<file path="config.mk">
export PLATFORM = sky130hd
export DESIGN_NAME = unsigned_16b_isqrt_flat
export DESIGN_NICKNAME = d
export VERILOG_FILES = /design/src/rtl/unsigned_16b_isqrt_if.sv /design/src/rtl/unsigned_16b_isqrt.sv /design/src/flat_wrapper.sv
export SDC_FILE = /design/constraint.sdc
export NUM_CORES = 1
export LEC_CHECK = 0
export CAP_MARGIN = 10
export CORE_UTILIZATION = 44
export CTS_BUF_LIST = sky130_fd_sc_hd__clkbuf_2 sky130_fd_sc_hd__clkbuf_4 sky130_fd_sc_hd__clkbuf_8
export DETAILED_ROUTE_END_ITERATION = 7
export PLACE_DENSITY = 0.68
export SYNTH_ARGS = -nofsm -noshare
export SYNTH_HDL_FRONTEND = slang
export SYNTH_SLANG_ARGS = --single-unit
</file>
<file path="constraint.sdc">
create_clock -name clk_i -period 6.4 [get_ports clk_i]
set_clock_uncertainty 0.15 [all_clocks]
set_input_delay 0.96 -clock clk_i [delete_from_list [all_inputs] [get_ports clk_i]]
set_output_delay 0.96 -clock clk_i [all_outputs]
set_load 0.1 [all_outputs]
</file>
<file path="src/rtl/unsigned_16b_isqrt_if.sv">
// Handshake bundle for the sequential integer square root.
// slave  : the square-root block itself (accepts radicands, produces results).
// master : whoever feeds radicands and consumes results.
interface unsigned_16b_isqrt_if #(
    parameter int NBITS_IN = 16
);
    localparam int R = NBITS_IN / 2;

    logic                s_valid_i;
    logic                s_ready_o;
    logic [NBITS_IN-1:0] s_data_i;
    logic                m_valid_o;
    logic                m_ready_i;
    logic [R-1:0]        m_root_o;
    logic [R:0]          m_rem_o;

    modport slave (
        input  s_valid_i, s_data_i, m_ready_i,
        output s_ready_o, m_valid_o, m_root_o, m_rem_o
    );

    modport master (
        output s_valid_i, s_data_i, m_ready_i,
        input  s_ready_o, m_valid_o, m_root_o, m_rem_o
    );
endinterface

</file>
<file path="src/rtl/unsigned_16b_isqrt.sv">
// Sequential unsigned integer square root, restoring digit-by-digit.
// One root bit is resolved per clock; a radicand of NBITS_IN bits yields an
// R = NBITS_IN/2 bit root and an R+1 bit remainder (x - root^2).
// NBITS_IN must be even and in 4..32; the interface instance must carry the
// same NBITS_IN value.
//
// state | meaning
// ------+--------------------------------------------------------------
// IDLE  | waiting for a radicand, s_ready_o high (after first clock)
// CALC  | one root bit resolved per cycle, R cycles total
// DONE  | result presented on m_*, held until m_ready_i is sampled high
module unsigned_16b_isqrt #(
    parameter int NBITS_IN = 16
) (
    input  logic                 clk_i,
    input  logic                 rst_ni,
    unsigned_16b_isqrt_if.slave  bus
);
    localparam int R  = NBITS_IN / 2;
    localparam int CW = $clog2(R);

    localparam logic [1:0] ST_IDLE = 2'd0;
    localparam logic [1:0] ST_CALC = 2'd1;
    localparam logic [1:0] ST_DONE = 2'd2;

    logic [1:0]          r_state;
    logic [NBITS_IN-1:0] r_x;
    logic [R-1:0]        r_q;
    logic [R:0]          r_rm;
    logic [CW-1:0]       r_cnt;
    logic                r_s_ready;
    logic                r_m_valid;

    logic [R+1:0]        w_rm_sh;
    logic [R+1:0]        w_t;
    logic                w_ge;
    logic [R:0]          w_rm_nxt;
    logic [R-1:0]        w_q_nxt;

    // The partial remainder is bounded by 2*Q, and Q has at most R-1 bits
    // before the final step, so dropping r_rm[R] from the shift loses nothing.
    assign w_rm_sh = {r_rm[R-1:0], r_x[NBITS_IN-1 -: 2]};
    assign w_t     = {r_q, 2'b01};
    assign w_ge    = (w_rm_sh >= w_t);
    // When the trial subtraction succeeds the difference is <= 2*Q_new, which
    // always fits in R+1 bits, so the subtraction can be done at that width.
    // When it fails, w_rm_sh < 4Q+1, which also fits in R+1 bits.
    assign w_rm_nxt = w_ge ? (w_rm_sh[R:0] - w_t[R:0]) : w_rm_sh[R:0];
    assign w_q_nxt  = {r_q[R-2:0], w_ge};

    // Control FSM plus datapath registers; all outputs come straight from flops.
    always_ff @(posedge clk_i or negedge rst_ni) begin
        if (!rst_ni) begin
            r_state   <= ST_IDLE;
            r_x       <= '0;
            r_q       <= '0;
            r_rm      <= '0;
            r_cnt     <= '0;
            r_s_ready <= 1'b0;
            r_m_valid <= 1'b0;
        end else begin
            case (r_state)
                ST_IDLE: begin
                    r_s_ready <= 1'b1;
                    if (bus.s_valid_i && r_s_ready) begin
                        r_x       <= bus.s_data_i;
                        r_q       <= '0;
                        r_rm      <= '0;
                        r_cnt     <= CW'(R - 1);
                        r_s_ready <= 1'b0;
                        r_state   <= ST_CALC;
                    end
                end
                ST_CALC: begin
                    r_x  <= {r_x[NBITS_IN-3:0], 2'b00};
                    r_q  <= w_q_nxt;
                    r_rm <= w_rm_nxt;
                    if (r_cnt == '0) begin
                        r_m_valid <= 1'b1;
                        r_state   <= ST_DONE;
                    end else begin
                        r_cnt <= r_cnt - CW'(1);
                    end
                end
                ST_DONE: begin
                    if (bus.m_ready_i) begin
                        r_m_valid <= 1'b0;
                        r_s_ready <= 1'b1;
                        r_state   <= ST_IDLE;
                    end
                end
                default: begin
                    r_s_ready <= 1'b0;
                    r_m_valid <= 1'b0;
                    r_state   <= ST_IDLE;
                end
            endcase
        end
    end

    assign bus.s_ready_o = r_s_ready;
    assign bus.m_valid_o = r_m_valid;
    assign bus.m_root_o  = r_q;
    assign bus.m_rem_o   = r_rm;
endmodule

</file>
<file path="src/flat_wrapper.sv">
// flat-port wrapper written by rule: the top's interface ports become plain ports
module unsigned_16b_isqrt_flat 
#(
    parameter int NBITS_IN = 16
)
  (clk_i, rst_ni, bus_s_valid_i, bus_s_data_i, bus_m_ready_i, bus_s_ready_o, bus_m_valid_o, bus_m_root_o, bus_m_rem_o);
  unsigned_16b_isqrt_if #(.NBITS_IN(NBITS_IN)) bus_i ();
  input  logic clk_i;
  input  logic rst_ni;
  input wire logic [$bits(bus_i.s_valid_i)-1:0] bus_s_valid_i;
  input wire logic [$bits(bus_i.s_data_i)-1:0] bus_s_data_i;
  input wire logic [$bits(bus_i.m_ready_i)-1:0] bus_m_ready_i;
  output wire logic [$bits(bus_i.s_ready_o)-1:0] bus_s_ready_o;
  output wire logic [$bits(bus_i.m_valid_o)-1:0] bus_m_valid_o;
  output wire logic [$bits(bus_i.m_root_o)-1:0] bus_m_root_o;
  output wire logic [$bits(bus_i.m_rem_o)-1:0] bus_m_rem_o;
  assign bus_i.s_valid_i = bus_s_valid_i;
  assign bus_i.s_data_i = bus_s_data_i;
  assign bus_i.m_ready_i = bus_m_ready_i;
  assign bus_s_ready_o = bus_i.s_ready_o;
  assign bus_m_valid_o = bus_i.m_valid_o;
  assign bus_m_root_o = bus_i.m_root_o;
  assign bus_m_rem_o = bus_i.m_rem_o;
  unsigned_16b_isqrt #(.NBITS_IN(NBITS_IN)) u_core (.clk_i(clk_i), .rst_ni(rst_ni), .bus(bus_i));
endmodule
</file>
* Word level (Yosys, flattened, before mapping)
Index checks and enable logic that the tools add are counted.
Cells by class: reduce and logical (&&, ||, !) cells 9, add/sub/neg operators 2, equality and inequality tests 6, order comparisons 1, bitwise logic cells 2, muxes and demuxes 20
Operators by type and width (count):
- $pmux 16 s2 | 1
- $mux 9 | 2
- $pmux 9 s2 | 1
- $mux 16 | 1
- $pmux 8 s2 | 1
- $ge 10x10->1 | 1
- $reduce_and 3->1 | 3
- $sub 9x9->9 | 1
- $mux 8 | 1
- $mux 2 | 3
- $mux 3 | 2
- $pmux 1 s3 | 2
- $pmux 2 s3 | 1
- $pmux 3 s2 | 1
- $mux 1 | 4
- $ne 2x1->1 const B | 2
- $ne 2x2->1 const B | 2
- $reduce_and 2->1 | 2
- $logic_not 3->1 | 1
- $sub 3x1->3 const B | 1
- $eq 2x1->1 const B | 1
- $eq 2x2->1 const B | 1
- $logic_not 2->1 | 1
- $not 1->1 | 2
- other kinds (2) | 2
Storage, ports and cells: logic and storage cells 47, output and inout bits 19, input port bits 20, register bits after elaboration 40

* Depth between registers and ports, before layout
Gate-level depths: netlist of run 1.
depth after elaboration 3, gate-level depth with buffers 9, mapped depth without buffers 7

* Least setup slack after synthesis of run 1
OpenSTA, ideal clock, no wires.
path kind flip-flop to flip-flop, start point register u_core.r_q[5], in the netlist u_core.bus.m_root_o[5], end point register u_core.r_rm[3], in the netlist u_core.bus.m_rem_o[3], cell stages (with the launch flop) 9, library setup time 104 ps, period minus slack after synthesis 2849 ps, setup slack 3551 ps, data required time 6146 ps, buffers on the path 1, arrival 2595 ps, cells stage by stage dfrtp_1 -> inv_1 -> ha_1 -> a21o_1 -> a21o_1 -> a221oi_4 -> buf_6 -> nand3_1 -> o311ai_1
Between the ends: longest elaborated chain between the ends 3
Ends and longest elaborated chain:
- from (decl) | RTL line unsigned_16b_isqrt.sv:28 | logic [R-1:0] r_q;
- from (signal assigned) | RTL line unsigned_16b_isqrt.sv:76 | r_q <= w_q_nxt;
- $ge 10x10->1 | RTL line unsigned_16b_isqrt.sv:44 | assign w_ge = (w_rm_sh >= w_t);
- $mux 9 | RTL line unsigned_16b_isqrt.sv:48 | assign w_rm_nxt = w_ge ? (w_rm_sh[R:0] - w_t[R:0]) : w_rm_sh[R:0];
- $pmux 9 s2 | RTL line unsigned_16b_isqrt.sv:62 | case (r_state)
- to (signal assigned) | RTL line unsigned_16b_isqrt.sv:77 | r_rm <= w_rm_nxt;
- to (decl) | RTL line unsigned_16b_isqrt.sv:29 | logic [R:0] r_rm;
No other way between the ends. A chain may end at the register's enable or synchronous reset.

* Worst setup path in the final report of run 1
start point register u_core.r_rm[2], in the netlist u_core.bus.m_rem_o[2], end point output port bus_m_rem_o[2]
RTL lines:
- to (decl) | RTL line flat_wrapper.sv:16 | output wire logic [$bits(bus_i.m_rem_o)-1:0] bus_m_rem_o;
No word-level cell between the ends.

==> results.md, run 1 <==
* Run status: completed
* Die Outline Area at 5380 um^2
* Wire length per cell after detailed routing at 13.2 um
* Setup Viol. Count Final at 0
* Sequential cell area fraction in the yosys report at 0.447
* Worst setup slack for register-to-register paths at 3790 ps
* RSZ-0062 raised after global routing: no
* Antenna viol nets, final at 0
* Startpoint of the most critical register-to-register path: u_core.bus.m_rem_o[5]
* Final-layout setup total negative slack at 0 ps
* Clock Tree Root: clkbuf_8
* Vertical die dimension at 73.3 um
* Number of standard-cell rows in the floorplan at 25
* Drc violations at 0
* H-tree depth at 2
* Start point of the worst min-delay path: u_core.r_x[10]
* Arrival time at the worst endpoint at about 1900 ps
* Cells on Worst Hold Path at 2
* Wire length of the first global-routing pass at about 7600 um
* Count of synthesis-stage warnings from yosys at 0
* Post-route clock period utilization at 0.469
* Initial Util at 0.465
* Via count at 1760
* Die W at 73.3 um
* Transition time of the tightest slew-check pin at 965 ps
* Area Overhead vs Synth at 22.5%
* Post-CTS resize count at 0
* Crit path kind: flop to output pin
* Final global-route overflow total at 0
* Yosys reg bits at 40
* Buffers and inverters on the worst path at 1
* Critical path's slowest cell: clkdlybuf4s50_1
* Clock latency at the later pin of the worst-skew pair at about 290 ps
* Gp weighted congestion at 0.809
* Cells along the critical path: clkdlybuf4s50_1
* Final-report max-slew violation count at 0
* Routed wire length at 4460 um
* Final Hold Vio Count at 0
* CP Launch Type: flop
* Class of the worst hold path: flop to flop
* Peak per-stage delay on the critical path at around 1200 ps
* Terminating pin of the worst hold path: u_core.r_x[10]
* Worst flop-to-flop path endpoint: u_core.bus.m_rem_o[5]
* Detail Placement HPWL at roughly 3200 um
* Number of top-level design ports at 39
* Post-layout worst setup margin at between 3000 and 4000 ps
* CP endpoint kind: output pin
* Max Fanout on Critical Path at 4
* Post-CTS repair timing setup buffer count at 0
* Gate count after technology mapping at approximately 230
* Stages on worst setup path at 1
* Gr usage total at 0.185
* TritonCTS clock tree: yes
* Count of input and output buffers at 38
* Inserted Diodes at 0
* Post-CTS clock slew at the launch and capture registers of the worst setup and hold paths at 80 ps
* Hold_buf cts at 0
* Worst slew slack as a fraction of its limit at 0.354
* Maximum number of pins on one net before global-route repair at 48
* Layout net count at 301
* DRC marker count from the first detailed-route iteration at 67
* Most common library cell in the layout ignoring fill and taps: dfrtp_1
* Cell family with the largest share of critical-path delay: buffers and inverters
* Via count normalized by instance count at roughly 5.2
* Pre-Repair DR Iteration Count at 4
* FF-to-FF path depth at 6
* Layout cell share with drive strength beyond 1 at 0.0667
* Max cap viols at 0
* Synthesized area per cell at between 9 and 10 um^2
* Post-Place Worst Slack at roughly 3600 ps
* Clock Sink Count at 40
* Most frequent cells in the layout: 40 x dfrtp_1, 37 x clkdlybuf4s50_1, 34 x nand2_1
* TritonCTS buffer count at 5
* Final critical path time including I/O delays and setup at 3000 ps
* Antenna violations before repair at 0
* Fmax achieved at 333 MHz
* Number of global-route vias before repair at 1705
* Placeable core region at between 4000 and 5000 um^2
* Worst hold slack across all endpoints at 332 ps
* Required time reported for the critical path endpoint at 5290 ps
* Maximum root-to-sink buffer count at 2
* Count of cell types in the netlist at a little over 40
* Syn Std Cell Area at 2240 um^2
* Synthesized Nets at 266
final cells by class:
cell class,count,area (um^2)
Tap cell,67,83.8
Sequential cell,40,1000
Inverter,16,60.1
Fill cell,472,2070
Clock buffer,5,68.8
Clock inverter,3,23.8
Multi-Input combinational cell,167,1120
Timing Repair Buffer,39,383
logic make-up after synthesis:
kind of cell,count (synthesis),synth area share
AND/OR/NAND/NOR,63,0.128
adder cells (fa/ha/maj),12,0.0670
buffers and inverters,27,0.0531
flip-flops,40,0.447
multiplexers,18,0.0804
AO/OA/AOI/OAI,68,0.201
XOR/XNOR,6,0.0235
metrics by stage:
stage	instance area, um^2	instances	utilization
after CTS	2740	337	0.569
after floorplan	2240	234	-
final	2740	337	0.569
after global placement	2650	329	0.550
after detailed placement	2650	329	0.550
after global routing	2740	337	0.569
worst max-delay path by stage:
| stage | end | slack, ps | startpoint |
|---|---|---|---|
| 2_1_floorplan | u_core.bus.m_rem_o[3] | 3550 | u_core.bus.m_root_o[5] |
| 3_3_place_gp | u_core.bus.m_rem_o[6] | 3650 | bus_s_valid_i |
| 3_5_place_dp | u_core.bus.m_rem_o[6] | 3610 | bus_s_valid_i |
| 4_1_cts | bus_m_rem_o[2] | 3390 | u_core.bus.m_rem_o[2] |
| 5_1_grt | bus_m_rem_o[2] | 3350 | u_core.bus.m_rem_o[2] |
| 6_report | bus_m_rem_o[2] | 3400 | u_core.bus.m_rem_o[2] |
state kept, by name, indices dropped and copies added (netlist names):
| name | count |
|---|---|
| u_core.r_x | 16 |
| u_core.bus.m_rem_o | 9 |
| u_core.bus.m_root_o | 8 |
| u_core.r_cnt | 3 |
| u_core.r_state | 2 |
| u_core.bus.m_valid_o | 1 |
| u_core.bus.s_ready_o | 1 |
synthesized netlist by cell type:
| master | number | area [um^2] |
|---|---|---|
| xnor2_1 | 4 | 35.0 |
| buf_2 | 2 | 10.0 |
| a211oi_2 | 1 | 12.5 |
| nor3b_1 | 1 | 7.51 |
| ha_1 | 12 | 150 |
| o21ai_1 | 3 | 15.0 |
| a21oi_1 | 8 | 40.0 |
| a221oi_1 | 1 | 8.76 |
| nand2_1 | 34 | 128 |
| clkbuf_1 | 6 | 22.5 |
| inv_1 | 16 | 60.1 |
| or4b_2 | 1 | 10.0 |
| o31ai_1 | 1 | 7.51 |
| nand3_1 | 3 | 15.0 |
| a211o_1 | 2 | 17.5 |
| o21ai_2 | 1 | 8.76 |
| a211oi_1 | 2 | 15.0 |
| a22o_1 | 3 | 26.3 |
| nor2_1 | 8 | 30.0 |
| nor2b_1 | 2 | 12.5 |
| mux2i_1 | 18 | 180 |
| o311ai_1 | 3 | 26.3 |
| o311a_2 | 1 | 11.3 |
| buf_6 | 2 | 22.5 |
| o21bai_1 | 3 | 22.5 |
| or2_2 | 1 | 6.26 |
| and3_2 | 1 | 7.51 |
| xor2_1 | 2 | 17.5 |
| a31oi_1 | 1 | 6.26 |
| o211ai_1 | 1 | 7.51 |
| and2_1 | 2 | 12.5 |
| a21o_1 | 3 | 22.5 |
| o21ai_0 | 30 | 150 |
| a221oi_4 | 1 | 26.3 |
| nand2b_1 | 3 | 18.8 |
| nand4_1 | 1 | 6.26 |
| dfrtp_1 | 40 | 1000 |
| buf_1 | 1 | 3.75 |
| a32oi_1 | 3 | 26.3 |
| nor3_1 | 5 | 25.0 |
| or4_1 | 1 | 7.51 |
per-layer routing:
layer | share of wire | vias up | track usage | wire, um
met1 | 0.47 | 826 | 0.238 | 2120
met2 | 0.48 | 35 | 0.305 | 2120
met4 | 0.016 | 0 | 0.0641 | 72
met3 | 0.033 | 8 | 0.0439 | 145
met5 | 0 | - | 0 | 0
li1 | - | 891 | - | -
Power of run 1 is left out: the tool's default activity adds up to more than one toggle a clock period on the data nets, which glitch-free logic cannot reach.
==> inputs of run 2 (changes only) <==
- clock period: 6.4 -> 2.8 ns (I/O delays scaled with it)
==> run 2 against run 1 <==
Effect of this change: die area did not move; critical path depth is 6 higher; global-route usage up 0.31 points; worst hold slack worse by 220 ps; utilization is 0.052 points higher; non-clock buffer count rose by 4; count of clock-buffer cells in the layout increased by 3; flip-flop and latch count stayed put; register-to-register slack got worse by 3300 ps; cell area is essentially flat; wire length increased by 1.3%; highest routed layer unchanged.
==> results.md, run 2 (synthesis results as in run 1) <==
* Run status: completed (unchanged)
* Routed wire length at 4510 um (was 4460 um)
* RSZ-0062 raised after global routing: no (unchanged)
* Setup Viol. Count Final at 0 (unchanged)
* Maximum number of pins on one net before global-route repair at 48 (unchanged)
* Placeable core region at 4820 um^2 (unchanged)
* Metal2 WL at 2180 um (was 2120 um)
* Fmax achieved at 427 MHz
* CP endpoint kind: flop (was output pin)
* Maximum root-to-sink buffer count at 2 (unchanged)
* Number of flip-flops in the largest register at 16 (unchanged)
* Cells along the critical path: ha_1 > a21o_1 > a21o_1 > a221oi_4 > buf_4 > mux2i_1 > o21ai_1 (was clkdlybuf4s50_1)
* Clock Sink Count at 40 (unchanged)
* Max cap viols at 0 (unchanged)
* Gp weighted congestion at 0.788 (was 0.809)
* Peak per-stage delay on the critical path at 430 ps (was 1170 ps)
* Initial Util at 0.465 (unchanged)
* Crit path kind: flop to flop (was flop to output pin)
* Most common library cell in the layout ignoring fill and taps: dfrtp_1 (unchanged)
* Transition time of the tightest slew-check pin at 908 ps (was 965 ps)
* WL met1 at 2080 um (was 2120 um)
* Detail Placement HPWL at 3200 um (was 3170 um)
* Area Overhead vs Synth at 22.6% (was 22.5%)
* Layout cell share with drive strength beyond 1 at 0.157 (was 0.0667)
* Number of top-level design ports at 39 (unchanged)
* Post-layout worst setup margin at 457 ps (was 3400 ps)
* Final critical path time including I/O delays and setup at 2340 ps
* Final-layout setup total negative slack at 0 ps (unchanged)
* Number of standard-cell rows in the floorplan at 25 (unchanged)
* Arrival time at the worst endpoint at 2370 ps (was 1890 ps)
* Antenna violations before repair at 0 (unchanged)
* Drc violations at 0 (unchanged)
* CP Launch Type: flop (unchanged)
* Inserted Diodes at 0 (unchanged)
* Uppermost metal layer occupied by signal nets: met4 (unchanged)
* Storage element area at 1000 um^2 (about the same)
* Cell with the most instances on the worst path: a21o_1
* Via count at 1795 (was 1760)
* Vertical die dimension at 73.3 um (unchanged)
* Post-Place Worst Slack at 469 ps (was 3610 ps)
* Filler cell count in the final layout at 451 (was 472)
* Startpoint of the most critical register-to-register path: u_core.bus.m_rem_o[5] (unchanged)
* Final-report max-slew violation count at 0 (unchanged)
* Count of input and output buffers at 38 (unchanged)
* Most frequent cells in the layout: 38 x dfrtp_1, 34 x nand2_1, 30 x o21ai_0 (was 40 x dfrtp_1, 37 x clkdlybuf4s50_1, 34 x nand2_1)
* Critical path's slowest cell: dfrtp_1 (was clkdlybuf4s50_1)
* TritonCTS buffer count at 5 (unchanged)
* Pre-Repair DR Iteration Count at 4 (unchanged)
* Hold_buf cts at 0 (unchanged)
* Gr usage total at 0.188 (was 0.185)
* Class of the worst hold path: input pin to async pin (was flop to flop)
* Clock latency at the later pin of the worst-skew pair at 290 ps (about the same)
* Final Hold Vio Count at 0 (unchanged)
* Post-CTS resize count at 0 (unchanged)
* Top register by number of flip-flops: u_core.r_x (unchanged)
* Die W at 73.3 um (unchanged)
* Wire length per cell after detailed routing at 13.2 um (about the same)
* Final global-route overflow total at 0 (unchanged)
* Antenna viol nets, final at 0 (unchanged)
* Via count normalized by instance count at 5.26 (was 5.22)
* Post-CTS repair timing setup buffer count at 0 (unchanged)
* Detailed-routed wire length on met3 at 187 um (was 145 um)
* DRC marker count from the first detailed-route iteration at 80 (was 67)
* Post-route clock period utilization at 0.837
* Clock Tree Root: clkbuf_8 (unchanged)
* Multi-input gate area at 1120 um^2 (unchanged)
* TritonCTS clock tree: yes (unchanged)
* Worst slew slack as a fraction of its limit at 0.394 (was 0.354)
* Worst setup slack for register-to-register paths at 460 ps (was 3790 ps)
* Required time reported for the critical path endpoint at 2830 ps (was 5290 ps)
* Wire length of the first global-routing pass at 7630 um (was 7620 um)
* Layout net count at 305 (was 301)
* Post-CTS clock slew at the launch and capture registers of the worst setup and hold paths at 70 ps (was 80 ps)
* FF-to-FF path depth at 7 (was 6)
* Number of global-route vias before repair at 1714 (was 1705)
* Max Fanout on Critical Path at 9 (was 4)
* Die Outline Area at 5380 um^2 (unchanged)
* H-tree depth at 2 (unchanged)
* Worst flop-to-flop path endpoint: u_core.bus.m_rem_o[2] (was u_core.bus.m_rem_o[5])
-- run 2: worst max path at each step --
stage | from | to | depth (start not counted)
CTS | u_core.bus.m_rem_o[5] | u_core.bus.m_rem_o[2] | 7
finish | u_core.bus.m_rem_o[5] | u_core.bus.m_rem_o[2] | 7
global placement | u_core.bus.m_rem_o[5] | u_core.bus.m_rem_o[2] | 7
floorplan | u_core.bus.m_rem_o[5] | u_core.bus.m_rem_o[3] | 7
detailed placement | u_core.bus.m_rem_o[5] | u_core.bus.m_rem_o[2] | 7
global route | u_core.bus.m_rem_o[5] | u_core.bus.m_rem_o[2] | 7
-- run 2: cell type report --
| cell class | instances | share of cell area |
|---|---|---|
| Multi-Input combinational cell | 167 | 0.409 |
| Tap cell | 67 | 0.0305 |
| Inverter | 16 | 0.0219 |
| Timing Repair Buffer | 43 | 0.138 |
| Sequential cell | 40 | 0.366 |
| Clock buffer | 8 | 0.0356 |
-- run 2: layer usage --
layer	vias up	track usage
met5	-	0
met4	0	0.0769
met3	7	0.0398
met2	41	0.316
met1	845	0.236
li1	902	-
-- run 2: through the flow --
| stage | cells | area, um^2 | hold slack [ps] | utilization |
|---|---|---|---|---|
| after global routing | 341 | 2750 | 181 | 0.570 |
| after global placement | 333 | 2650 | 315 | 0.550 |
| final | 341 | 2750 | 111 | 0.570 |
| after floorplan | 234 | 2240 | -25.6 | - |
| after CTS | 341 | 2750 | 140 | 0.570 |
| after detailed placement | 333 | 2650 | 321 | 0.550 |
-- run 2: critical path, delay by kind of cell (launching register included) --
family | cells | cell delay [ps]
flops | 1 | 430
mux | 1 | 210
buf+inv | 1 | 220
fa+ha+maj | 1 | 410
compound gates | 4 | 810
Power of run 2 is left out for the same reason.
